### config.mk
export PLATFORM = sky130hd
export DESIGN_NAME = ifetch_pfq
export DESIGN_NICKNAME = d
export VERILOG_FILES = /design/src/rtl/ifetch_pfq.sv
export SDC_FILE = /design/constraint.sdc
export NUM_CORES = 1
export LEC_CHECK = 0
export ABC_AREA = 1
export CORE_MARGIN = 5
export CORE_UTILIZATION = 50
export CTS_CLUSTER_SIZE = 25
export DETAILED_ROUTE_END_ITERATION = 12
export PLACE_DENSITY = 0.78
export SLEW_MARGIN = 20
export SYNTH_ARGS = -nofsm -noshare
export SYNTH_HDL_FRONTEND = slang
export SYNTH_SLANG_ARGS = --single-unit
### constraint.sdc
create_clock -name clk -period 6.6 [get_ports clk]
set_input_delay 1.65 -clock clk [delete_from_list [all_inputs] [get_ports clk]]
set_output_delay 1.65 -clock clk [all_outputs]
set_load 0.01 [all_outputs]
### src/rtl/ifetch_pfq.sv
// rtl/ifetch_pfq.sv - instruction fetch unit with a DEPTH-entry prefetch queue
module ifetch_pfq #(
  parameter int unsigned ADDR_W = 16,
  parameter int unsigned INST_W = 32,
  parameter int unsigned DEPTH  = 4,
  parameter int unsigned RST_PC = 0
) (
  input  logic              clk,
  input  logic              rst,
  input  logic [INST_W-1:0] inst_i,
  output logic [ADDR_W-1:0] inst_addr_o,
  output logic              req_o,
  input  logic              branch_i,
  input  logic [ADDR_W-1:0] branch_addr_i,
  input  logic              stall_i,
  output logic              valid_o,
  output logic [INST_W-1:0] inst_o,
  output logic [ADDR_W-1:0] pc_o
);

  localparam int unsigned PTR_W = $clog2(DEPTH);
  localparam int unsigned CNT_W = PTR_W + 1;

  logic [ADDR_W-1:0] pc_q, pc_d;
  logic [PTR_W-1:0]  rd_ptr_q, rd_ptr_d;
  logic [PTR_W-1:0]  wr_ptr_q, wr_ptr_d;
  logic [CNT_W-1:0]  count_q, count_d;
  logic              inflight_q, inflight_d;
  logic [ADDR_W-1:0] inflight_addr_q, inflight_addr_d;

  logic [INST_W-1:0] qinst_q [DEPTH];
  logic [ADDR_W-1:0] qaddr_q [DEPTH];

  logic              pop;
  logic              push;
  logic              issue;
  logic [CNT_W:0]    occupancy;

  // Head presentation, pop/push decisions and fetch request for this cycle.
  // The response arriving in a branch cycle belongs to the old stream and is
  // not written; the fetch issued in that cycle is the target itself.
  always_comb begin
    valid_o     = ~rst & (count_q != '0);
    inst_o      = valid_o ? qinst_q[rd_ptr_q] : '0;
    pc_o        = valid_o ? qaddr_q[rd_ptr_q] : '0;
    pop         = valid_o & ~stall_i & ~branch_i;
    push        = ~rst & inflight_q & ~branch_i;
    occupancy   = (CNT_W+1)'(count_q) + (CNT_W+1)'(inflight_q) - (CNT_W+1)'(pop);
    issue       = ~rst & (occupancy < (CNT_W+1)'(DEPTH));
    if (rst) begin
      inst_addr_o = ADDR_W'(RST_PC);
      req_o       = 1'b0;
    end else if (branch_i) begin
      inst_addr_o = branch_addr_i;
      req_o       = 1'b1;
    end else begin
      inst_addr_o = pc_q;
      req_o       = issue;
    end
  end

  // Next-state for fetch address, queue pointers, occupancy and in-flight tracking.
  always_comb begin
    pc_d            = pc_q;
    rd_ptr_d        = rd_ptr_q;
    wr_ptr_d        = wr_ptr_q;
    count_d         = count_q;
    inflight_d      = req_o;
    inflight_addr_d = inst_addr_o;
    if (branch_i) begin
      pc_d     = branch_addr_i + ADDR_W'(1);
      rd_ptr_d = '0;
      wr_ptr_d = '0;
      count_d  = '0;
    end else begin
      if (issue) pc_d = pc_q + ADDR_W'(1);
      rd_ptr_d = rd_ptr_q + PTR_W'(pop);
      wr_ptr_d = wr_ptr_q + PTR_W'(push);
      count_d  = count_q + CNT_W'(push) - CNT_W'(pop);
    end
  end

  // State registers with synchronous reset; reset drops any in-flight read.
  always_ff @(posedge clk) begin
    if (rst) begin
      pc_q            <= ADDR_W'(RST_PC);
      rd_ptr_q        <= '0;
      wr_ptr_q        <= '0;
      count_q         <= '0;
      inflight_q      <= 1'b0;
      inflight_addr_q <= '0;
    end else begin
      pc_q            <= pc_d;
      rd_ptr_q        <= rd_ptr_d;
      wr_ptr_q        <= wr_ptr_d;
      count_q         <= count_d;
      inflight_q      <= inflight_d;
      inflight_addr_q <= inflight_addr_d;
    end
  end

  // Queue storage: capture the returned instruction with the address it was fetched from.
  always_ff @(posedge clk) begin
    if (push) begin
      qinst_q[wr_ptr_q] <= inst_i;
      qaddr_q[wr_ptr_q] <= inflight_addr_q;
    end
  end

endmodule

==> summary.txt <==
Global route
  • Antenna violations before repair: 0
  • First-pass GRT wire length: 32500 µm
  • Largest net degree at the start of global routing: 98
  • Tot GR Track Use: 18.0%
  • Vias in the first global route: 6439
  • Grt ovf: 0

Setup path
  • Crit-path max FO: 34
  • Max incr delay on CP: 0.55 ns
  • Slowest cell on crit path: clkdlybuf4s50_1
  • Crit path cell chain: clkdlybuf4s50_1 -> clkinv_8 -> nand2_8 -> nor2_8 -> nand2_4 -> nor2_2 -> inv_1 -> ha_1 -> nand2_1 -> inv_1 -> nand3_4 -> nand3_1 -> nand2_1 -> nor2_2 -> nand2_4 -> a21oi_1 -> clkdlybuf4s50_1
  • Crit path buf inv count: 5
  • Setup crit end kind: primary output
  • Worst EP required: 4.95 ns
  • Critical Path AT: 4.59 ns
  • Crit-path leading delay family: buffers and inverters
  • WS Path Type: input port to primary output
  • Startpoint types: input port

Cells and area
  • Area grow syn2layout: 22.1%
  • Final Util: 62.4%
  • Final antenna diode count: 0
  • Layout cells sized above 1: 7.33%
  • Filler cell count: 1462
  • Nets: 1051

Power and ir drop
  • Cell Int Power: 0.00243 W
  • Cell Pwr Density: 259 mW/mm²
  • Gate power share: 5.5%
  • Part of the power in registers: 53.2%
  • Net switching power: 0.000615 W
  • Total power: 0.00305 W
  • Maximum vdd ir drop: 0.148 mV
  • Switching share of total power: 20.2%
  • Leak Pwr: 4.19 nW
  • Clock power share: 41.3%

STA
  • Slew margin rel.: 30.4%
  • Max frequency: 160 MHz
  • RSZ-0062 raised after global routing: false
  • Setup TNS: 0 ns
  • Slew @ Worst Pin: 1.04 ns
  • Post-route minimum period: 6.24 ns
  • Final setup fails: 0
  • Fin. max-slew vios: 0
  • Final hold vios: 0
  • WHS: 0.461 ns
  • Fin Clk Skew: 0.00557 ns
  • Fin crit share: 94.5%

Job
  • # Max-Cap Violations: 0

Detailed routing
  • DRT antenna net count: 0
  • DRT Pass-1 Iters: 5
  • Drt initial violations: 474
  • Vias after detailed routing: 6620
  • Routed len/inst: 15.9 µm
  • DRC Markers: 0
  • Routed WL: 20200 µm
  • DR vias/cell: 5.22

Clock tree
  • Clock slew at reported path FFs: 0.06 ns
  • Clock Sink Count: 232
  • Worst skew pair latency: 0.49 ns
  • TritonCTS buffer count: 23
  • Root Buffer Master: clkbuf_16
  • CTS tree: done
  • H-Tree Level Count: 1
  • CTS Buffer Depth: 3
  • # hold bufs at CTS: 0

Logic synthesis
  • Synth Instances: 889
  • Sequential area share after synthesis: 68.2%
  • Synth area leaders: edfxtp_1, nor2_1, dfxtp_1
  • #FFs+latches synth: 232
  • Most frequent cell after synthesis: nor2_1
  • Post-synth cell types: 33
  • Post-synthesis cell area: 0.00962 mm²
  • Syn Nets: 947
  • Top post-synthesis cells by count: nor2_1, edfxtp_1, o21ai_0
  • Top FF cell, synth: edfxtp_1
  • Asr flop ratio synth: 0%
  • Number of synthesized flops with an enable pin: 192
  • Syn Area/Cell: 10.8 µm²
  • Yosys warning total: 0
  • Area leader, netlist: edfxtp_1
  • Post-synth top area share: 59.9%

Floorplan
  • Chip width: 149 µm
  • Initial Util: 51.1%
  • Io pins: 118
  • Die Span Y: 149 µm
  • Core ar.: 0.0188 mm²
  • Row cnt: 50
  • Die Area: 0.0221 mm²

Place
  • RD Place Congestion: 0.855
  • HPWL after detailed placement: 11400 µm
  • Port bufs: 117

Min path
  • Worst hold path type: flop to flop

Status
  • Status: finished clean
-- per-layer routing --
| layer | global-route usage [%] | share of wire [%] | vias up |
|---|---|---|---|
| met3 | 3.40 | 7.7 | 28 |
| met5 | 0 | 0 | - |
| met4 | 4.81 | 1.5 | 0 |
| met2 | 29.5 | 47 | 240 |
| met1 | 25.0 | 44 | 3120 |
| li1 | - | - | 3232 |
-- cell usage in the layout (no fill, tap or decap), types with 4 or more instances in the layout --
cell / synthesis / routed
edfxtp_1: 192 / 192
nand2_1: 71 / 70
inv_1: 37 / 35
clkbuf_16: 0 / 26
nand2_4: 4 / 4
clkdlybuf4s50_1: 0 / 117
nand3_1: 17 / 17
buf_4: 0 / 10
clkbuf_1: 35 / 7
o21ai_0: 100 / 100
dfxtp_1: 40 / 38
ha_1: 5 / 5
a21oi_1: 61 / 61
xor2_1: 13 / 13
nor2_1: 260 / 259
o21ai_1: 4 / 4
nand3b_1: 4 / 4
nor3_1: 8 / 4
nor3_2: 2 / 6
-- flip-flops by register name, indices dropped and copies added, names as in the netlist --
| register | count |
|---|---|
| qinst_q | 128 |
| qaddr_q | 64 |
| inflight_addr_q | 16 |
| pc_q | 16 |
| count_q | 3 |
| rd_ptr_q | 2 |
| wr_ptr_q | 2 |
| inflight_q | 1 |
-- worst paths after layout --
path	to	depth (start not counted)	slack, ns	start
worst max-delay path	req_o	17	0.36	branch_i
worst max register to register	pc_q[13]$_SDFFE_PP0P_	17	4.10	count_q[1]$_SDFF_PP0_
worst min-delay path	pc_q[1]$_SDFFE_PP0P_	2	0.46	pc_q[1]$_SDFFE_PP0P_
worst min register to register	pc_q[1]$_SDFFE_PP0P_	2	0.46	pc_q[1]$_SDFFE_PP0P_
-- power by group through the flow --
stage	Sequential [W]	Combinational (W)	Clock (W)
5_1_grt	0.00163	0.000185	0.00135
3_5_place_dp	0.00165	0.000166	0
4_1_cts	0.00162	0.000167	0.00128
2_1_floorplan	0.00165	0.0000915	0
6_report	0.00162	0.000167	0.00126
3_3_place_gp	0.00165	0.000164	0
-- final cells by class --
cell class	instances	area [µm²]	area share [%]
clock inverter	5	33.8	0.287
timing repair buffer	127	1250	10.6
clock buffer	36	718	6.11
sequential	232	6570	55.9
inverter	39	166	1.42
multi-input combinational	570	2690	22.9
tap	260	325	2.77
-- tightest hold or removal path, stage by stage, from the launching register on --
cell and delay [ns]:
dfxtp_1 0.31, nand2_1 0.06, o21ai_1 0.05
-- repair_timing --
item                       4_1_cts  5_1_grt
buffers inserted                 0        0
hold endpoints to repair         0        0
setup endpoints to repair        0        1
gates resized for setup          0        2
-- through the flow --
step,instances,setup WS [ns],area [µm²]
3_3_place_gp,1228,0.347,11000
3_5_place_dp,1228,0.270,11000
5_1_grt,1269,0.0784,11800
2_1_floorplan,889,0.635,9620
4_1_cts,1269,0.251,11700
6_report,1269,0.365,11800
-- kinds of logic after synthesis --
family	Yosys count	synth area share (%)
adders and majority gates	6	0.858
AOI/OAI and AO/OA	169	8.93
DFF	232	68.2
buffers and inverters	87	4.04
xor gates and xnor gates	16	1.46
and+or+nand+nor	379	16.5
No activity file was read; power rests on OpenSTA's default activity.
